==> config.mk <==
export PLATFORM = sky130hd
export DESIGN_NAME = proc_clk_ctrl
export DESIGN_NICKNAME = d
export VERILOG_FILES = /design/src/rtl/proc_clk_ctrl.sv
export SDC_FILE = /design/constraint.sdc
export NUM_CORES = 1
export LEC_CHECK = 0
export ABC_AREA = 1
export CAP_MARGIN = 40
export CORE_ASPECT_RATIO = 1.4
export CORE_MARGIN = 1
export CORE_UTILIZATION = 64
export DETAILED_ROUTE_END_ITERATION = 6
export PLACE_DENSITY = 0.85
export SYNTH_ARGS = -nofsm -noshare
export SYNTH_HDL_FRONTEND = slang
export SYNTH_SLANG_ARGS = --single-unit
==> constraint.sdc <==
create_clock -name clkIn -period 2.75 [get_ports clkIn]
set_input_delay 0.4125 -clock clkIn [delete_from_list [all_inputs] [get_ports clkIn]]
set_output_delay 0.4125 -clock clkIn [all_outputs]
set_load 0.02 [all_outputs]
==> src/rtl/proc_clk_ctrl.sv <==
// proc_clk_ctrl: run/halt/single-step controller that divides the board clock into a
// glitch-free processor clock, with rate changes deferred to phase boundaries.
`default_nettype none

module proc_clk_ctrl #(
  parameter int CNT_W = 26,
  parameter int DIV_0 = 25,
  parameter int DIV_1 = 25000,
  parameter int DIV_2 = 2500000,
  parameter int DIV_3 = 12500000
) (
  input  logic       clkIn,
  input  logic       rst,
  input  logic       run_req,
  input  logic       halt_req,
  input  logic       step_req,
  input  logic       rate_req,
  input  logic [1:0] rate_sel,
  output logic       rate_ack,
  output logic       clkOut,
  output logic       tick,
  output logic [1:0] state,
  output logic       busy
);

  localparam logic [CNT_W-1:0] LIM_0 = CNT_W'(DIV_0 - 1);
  localparam logic [CNT_W-1:0] LIM_1 = CNT_W'(DIV_1 - 1);
  localparam logic [CNT_W-1:0] LIM_2 = CNT_W'(DIV_2 - 1);
  localparam logic [CNT_W-1:0] LIM_3 = CNT_W'(DIV_3 - 1);

  typedef enum logic [1:0] {
    ST_HALT = 2'd0,
    ST_RUN  = 2'd1,
    ST_STEP = 2'd2
  } state_t;

  state_t           st, st_nxt;
  logic [CNT_W-1:0] count, count_nxt;
  logic [CNT_W-1:0] lim;
  logic             at_lim;
  logic             clk_q, clk_nxt;
  logic             tick_q, tick_nxt;
  logic             ack_q, ack_nxt;
  logic             busy_q, busy_nxt;
  logic [1:0]       active_rate, rate_nxt;
  logic             pend_valid, pend_nxt;
  logic [1:0]       pend_rate, pend_rate_nxt;
  logic             halt_lat, halt_lat_nxt;
  logic             apply;

  always_comb begin
    lim = LIM_0;
    case (active_rate)
      2'd0:    lim = LIM_0;
      2'd1:    lim = LIM_1;
      2'd2:    lim = LIM_2;
      default: lim = LIM_3;
    endcase
  end

  assign at_lim = (count == lim);

  always_comb begin
    st_nxt        = st;
    count_nxt     = count;
    clk_nxt       = clk_q;
    tick_nxt      = 1'b0;
    ack_nxt       = 1'b0;
    rate_nxt      = active_rate;
    pend_nxt      = pend_valid;
    pend_rate_nxt = pend_rate;
    halt_lat_nxt  = halt_lat;
    apply         = 1'b0;

    case (st)
      ST_HALT: begin
        count_nxt    = '0;
        clk_nxt      = 1'b0;
        halt_lat_nxt = 1'b0;
        apply        = pend_valid;
        if (halt_req)      st_nxt = ST_HALT;
        else if (step_req) st_nxt = ST_STEP;
        else if (run_req)  st_nxt = ST_RUN;
      end

      ST_RUN, ST_STEP: begin
        if (st == ST_RUN && halt_req && !clk_q) begin
          // Low phase may be cut short: no edge reaches the core.
          st_nxt    = ST_HALT;
          count_nxt = '0;
        end else if (at_lim) begin
          count_nxt = '0;
          clk_nxt   = ~clk_q;
          if (!clk_q) begin
            tick_nxt = 1'b1;
          end else begin
            // Falling boundary: the only safe point for rate changes and stopping.
            apply = pend_valid;
            if (st == ST_STEP || halt_lat || halt_req) begin
              st_nxt       = ST_HALT;
              halt_lat_nxt = 1'b0;
            end
          end
        end else begin
          count_nxt = count + 1'b1;
          if (st == ST_RUN && halt_req) halt_lat_nxt = 1'b1;
        end
      end

      default: begin
        st_nxt       = ST_HALT;
        count_nxt    = '0;
        clk_nxt      = 1'b0;
        halt_lat_nxt = 1'b0;
      end
    endcase

    // A fresh request supersedes any apply this edge, so only one ack is issued.
    if (rate_req) begin
      pend_nxt      = 1'b1;
      pend_rate_nxt = rate_sel;
    end else if (apply) begin
      pend_nxt = 1'b0;
      rate_nxt = pend_rate;
      ack_nxt  = 1'b1;
    end

    busy_nxt = pend_nxt || (st_nxt == ST_STEP);
  end

  always_ff @(posedge clkIn or posedge rst) begin
    if (rst) begin
      st          <= ST_HALT;
      count       <= '0;
      clk_q       <= 1'b0;
      tick_q      <= 1'b0;
      ack_q       <= 1'b0;
      busy_q      <= 1'b0;
      active_rate <= 2'd0;
      pend_valid  <= 1'b0;
      pend_rate   <= 2'd0;
      halt_lat    <= 1'b0;
    end else begin
      st          <= st_nxt;
      count       <= count_nxt;
      clk_q       <= clk_nxt;
      tick_q      <= tick_nxt;
      ack_q       <= ack_nxt;
      busy_q      <= busy_nxt;
      active_rate <= rate_nxt;
      pend_valid  <= pend_nxt;
      pend_rate   <= pend_rate_nxt;
      halt_lat    <= halt_lat_nxt;
    end
  end

  assign clkOut   = clk_q;
  assign tick     = tick_q;
  assign rate_ack = ack_q;
  assign state    = st;
  assign busy     = busy_q;

endmodule

`default_nettype wire

# ---- Word-level counts from Yosys, hierarchy flattened
# Index checks and enable logic that the tools add are counted.
# Widths: inputs -> output; s select.
dict set report op_classes {
  reduce_logical 12
  eq_ne 11
  mux 33
  n_addsub 1
  n_bitwise 2
}
# operator n
set ops {}
lappend ops {{$mux 26} 3}
lappend ops {{$pmux 24 s3} 1}
lappend ops {{$add 26x1->26 const B} 1}
lappend ops {{$eq 26x26->1} 1}
lappend ops {{$mux 1} 20}
lappend ops {{$mux 2} 7}
lappend ops {{$ne 3x3->1 const B} 3}
lappend ops {{$eq 2x2->1 const B} 3}
lappend ops {{$eq 2x1->1 const B} 2}
lappend ops {{$logic_not 2->1} 2}
lappend ops {{$ne 2x2->1 const B} 2}
lappend ops {{$pmux 2 s2} 1}
lappend ops {{$reduce_and 2->1} 2}
lappend ops {{$reduce_and 4->1} 1}
lappend ops {{$logic_or 1x1->1} 3}
lappend ops {{$logic_and 1x1->1} 2}
lappend ops {{$not 1->1} 2}
lappend ops {{$pmux 1 s2} 1}
lappend ops {{$reduce_or 2->1} 1}
lappend ops {{$logic_not 1->1} 1}
dict set report word_totals {
  regBits 38
  inputBits 8
}

# ---- Longest topological paths before layout
dict set report depth {
  word_depth 10
  depth_mapped 14
  ltp_nobuf 14
}

# ---- Worst setup path after synthesis
# OpenSTA, ideal clock, no wires.
dict set report synth_timing {
  path_kind {flip-flop to flip-flop}
  start {reg active_rate[0]}
  end {reg busy_q (netlist: busy)}
  t_required_ns 2.633
  arrival_ns 1.650
  path_stages_with_launch 13
  path_slack_ns 0.983
  path_cell_list {dfrtp_1 -> ha_1 -> buf_2 -> nor2_4 -> nand3b_1 -> nand2_1 -> nand2_1 -> nor2_1 -> nand2_2 -> o21ai_2 -> nand2_2 -> nand2_1 -> nand2_1}
}
dict set report synth_between {
  elab_chain_cells 9
}
# item line
set synth_rtl {}
lappend synth_rtl {{start, declared} 45} ;# logic [1:0] active_rate, rate_nxt;
lappend synth_rtl {{start signal, assigned} 150} ;# active_rate <= rate_nxt;
lappend synth_rtl {{$eq 2x2->1, or another cell as far along} 53} ;# case (active_rate)
lappend synth_rtl {{$pmux 24 s3 (*)} 53}
lappend synth_rtl {{$eq 26x26->1 (*)} 61} ;# assign at_lim = (count == lim);
lappend synth_rtl {{$mux 1} 91} ;# end else if (at_lim) begin
lappend synth_rtl {{$mux 1} 87} ;# if (st == ST_RUN && halt_req && !clk_q) begin
lappend synth_rtl {{$pmux 1 s2} 75} ;# case (st)
lappend synth_rtl {{$mux 1} 122} ;# end else if (apply) begin
lappend synth_rtl {{$mux 1} 119} ;# if (rate_req) begin
lappend synth_rtl {{$logic_or 1x1->1 (*)} 128} ;# busy_nxt = pend_nxt || (st_nxt == ST_STEP);
lappend synth_rtl {{named net busy_nxt} 44} ;# logic busy_q, busy_nxt;
lappend synth_rtl {{end signal, assigned} 149} ;# busy_q <= busy_nxt;
lappend synth_rtl {{end, declared} 44}
# Mark *: on every way through the listed nets, which the timed path passes. The rest lies on a longest branch.
# A chain may end at the register's enable or synchronous reset.

# ---- Worst setup path after layout
dict set report layout_timing {
  start {reg active_rate[0]}
  end {reg count[16]}
}
dict set report layout_between {
  elab_chain_cells 6
}
# item line
set layout_rtl {}
lappend layout_rtl {{$eq 2x2->1, or another cell as far along} 53}
lappend layout_rtl {{$pmux 24 s3 (*)} 53}
lappend layout_rtl {{$eq 26x26->1 (*)} 61}
lappend layout_rtl {{$mux 26 (*)} 91}
lappend layout_rtl {{$mux 26 (*)} 87}
lappend layout_rtl {{$mux 26 (*)} 75}
lappend layout_rtl {{named net count_nxt[16]} 38} ;# logic [CNT_W-1:0] count, count_nxt;
lappend layout_rtl {{end signal, assigned} 145} ;# count <= count_nxt;
lappend layout_rtl {{end, declared} 38}
# Marked as above.

==> results.yml <==
outcome:
  outcome: "finished, final reports clean"
setup_path:
  cp_data_arrival_time_ns: 2.33
  crit_top_cell: "nand2_1"
  rr_worst_depth: 11
  crit_path_end: "count[16]"
  critPathTopFamily: "simple AND/OR/NAND/NOR gates"
  crit_type: "reg -> reg"
  start_kind: "register"
  cp_slowest_cell: "dfrtp_1"
  worstPathRequired_ns: 2.92
  setup.worst_path.end_class: "register"
  r2r-end: "count[16]"
  cp-startpoint: "active_rate[0]"
  cpPeakStageDelay_ns: 0.41
  crit_buf_inv: 1
  r2r_start: "active_rate[0]"
  cp_max_fo: 9
  rrSetupSlack_ns: 0.59
  path_cells: "ha_1 -> nor2_4 -> nand3b_1 -> nand2_1 -> nand2_1 -> nor2_1 -> nand2_2 -> nand2_1 -> inv_2 -> o21ai_1 -> a21oi_1"
  worst-path-stages: 11
timing:
  period_needed_ns: 2.16
  slew-limit-headroom_pct: 68.4
  finalMaxSlewViolations: 0
  finClkSkew_ns: 0.00587
  tightest_slew_ns: 0.474
  min_period_over_period_pct: 78.5
  hold_violations: 0
  fmax_mhz: 463
  finalSetupViolations: 0
  rsz0062_at_grt: "false"
  setup_tns_ns: 0
synthesis:
  syn_area_per_cell_sq_um: 7.34
  synth_edf_count: 0
  yosys_warnings: 0
  async_flop_share_pct: 100
  syn_nets: 356
  synth_most_common_cell: "nand2_1"
  synth_area_leader_cell: "dfrtp_1"
  synth_top_area_share_pct: 38.2
  synthTopCellsByArea: "dfrtp_1 38%, nand2_1 11%, nor2_1 8.1%"
  synthCells: 339
  synth.distinct_cells: 39
  synth.cell_area_sq_um: 2490
  ys_seq_area_share_pct: 38.2
  ys_ff_latch: 38
  synth_flop_cell: "dfrtp_1"
  synth_common_cells: "70 x nand2_1, 54 x nor2_1, 51 x inv_1"
global_route:
  grt_pass1_wl_mm: 8.85
  grt_pass1_vias: 2036
  antenna_found_initial: 0
  grt_usage_pct: 30.1
  grt_max_degree: 39
  grt_overflow: 0
floorplan:
  fp-row-count: 26
  core_area_sq_um: 3680
  die_y_microns: 75.8
  start_util_pct: 67.7
  dieArea_sq_um: 4150
  die_w_microns: 54.7
  ioPinCount: 14
drt:
  vias_per_cell: 5.51
  dr.first_iter.drc_count: 93
  postRouteWirelength_mm: 5.54
  drc: 0
  vias: 2198
  dr.pass1.iters: 5
  wl_per_cell_microns: 13.9
  ant_nets: 0
pwr:
  peakVddDrop_mv: 0.561
  cellPowerDensity_nw_per_um2: 670
  p_leak_nw: 1.26
clock_network:
  cts_tree: "built"
  cts_resized: 0
  cts.sinks: 38
  clkTransAtPathRegs_ns: 0.07
  clock_latency_ns: 0.29
  cts_htree_levels: 2
  cts_setup_buffers: 0
  cts_buffers: 5
  clock_path_buffers: 2
  cts_root_buf: "clkbuf_8"
  cts_hold_buf: 0
run:
  drv_cap: 0
min_path:
  min_path_type: "reg -> reg"
placement:
  gp_congestion: 0.896
  place_hpwl_mm: 4.31
  numPortBuffers: 13
finish:
  fin_nets: 374
  drive_gt1_share_pct: 9.52
  utilization_pct: 74.5
  diodes: 0
  fillers: 296
  areaGrowthSynthToFinish_pct: 10.1
==> cells in the final DEF (no fill, tap or decap), types with 2 or more instances in the layout <==
cell type        instances
nor3b_1                  2
dfrtp_1                 38
xnor2_1                  3
inv_1                   51
nor3_1                  11
a21oi_1                  9
mux2_2                   2
clkbuf_1                 2
nand2_1                 70
nand3_1                 27
ha_1                     9
clkbuf_8                 5
nor2_1                  54
inv_2                    2
nor2_2                   2
xor2_1                   5
o21ai_1                  4
nor3_2                   3
a31oi_1                  2
nor2_4                   6
nand4_1                  5
o211a_1                  2
clkdlybuf4s50_1         13
nand2_2                  5
buf_4                    2
o31ai_1                  2
o21ai_0                  8
==> metrics by stage <==
step	setup WS [ns]	instances	hold WS, ns	cell area, sq um	power [mW]
6_report	0.591	399	0.516	2740	1.84
5_1_grt	0.382	399	0.535	2740	1.99
4_1_cts	0.602	399	0.523	2740	1.84
3_5_place_dp	0.605	392	0.509	2660	1.49
3_3_place_gp	0.677	392	0.500	2660	1.47
2_1_floorplan	0.983	339	0.472	2490	1.29
==> flip-flops by register name, indices dropped and copies added (netlist names) <==
register / cells
active_rate: 2
halt_lat: 1
count: 26
rate_ack: 1
pend_rate: 2
tick: 1
state: 2
busy: 1
clkOut: 1
pend_valid: 1
==> worst register-to-register path, delay by kind of cell, from the launching register on <==
kind,cells,cell delay (ns)
simple gates,7,0.97
buf+inv,1,0.15
compound gates,2,0.16
flops,1,0.41
fa+ha+maj,1,0.34
==> cell type report <==
type	count	area [sq um]	share of cell area (%)
multi-input combinational	243	1310	47.9
sequential	38	951	34.7
inverter	54	203	7.40
timing repair buffer	15	145	5.30
clock buffer	7	76.3	2.79
tap	42	52.6	1.92
==> power breakdown <==
part	switching [mW]	total [mW]	internal [mW]
Combinational	0.521	0.820	0.299
Sequential	0.0493	0.670	0.620
Clock	0.172	0.346	0.174
==> kinds of logic (layout without fill, tap and decap cells) <==
family | after synthesis | count (layout) | share of synthesized area, %
muxes | 2 | 2 | 0.905
AOI/OAI and AO/OA | 32 | 32 | 7.69
xor gates and xnor gates | 8 | 8 | 2.82
adders and majority gates | 9 | 9 | 4.52
buffers and inverters | 58 | 76 | 9.05
DFF | 38 | 38 | 38.2
and+or+nand+nor | 192 | 192 | 36.8
==> worst min path at each step <==
stage                             from  cells after the start  slack (ns)             end
final                     pend_rate[1]                      1        0.52    pend_rate[1]
after global routing      pend_rate[0]                      1        0.54    pend_rate[0]
after CTS                 pend_rate[1]                      1        0.52    pend_rate[1]
after detailed placement  pend_rate[1]                      1        0.51    pend_rate[1]
after global placement    pend_rate[1]                      1        0.50    pend_rate[1]
after floorplan           pend_rate[0]                      2        0.47  active_rate[0]
==> layer usage <==
metal,up-vias,share of wire [%],GRT usage [%]
met5,-,0,0
met1,1008,43,35.8
li1,1110,-,-
met4,0,3.2,13.4
met3,19,4.0,6.59
met2,61,50,50.6
No activity file was read; power rests on OpenSTA's default activity.
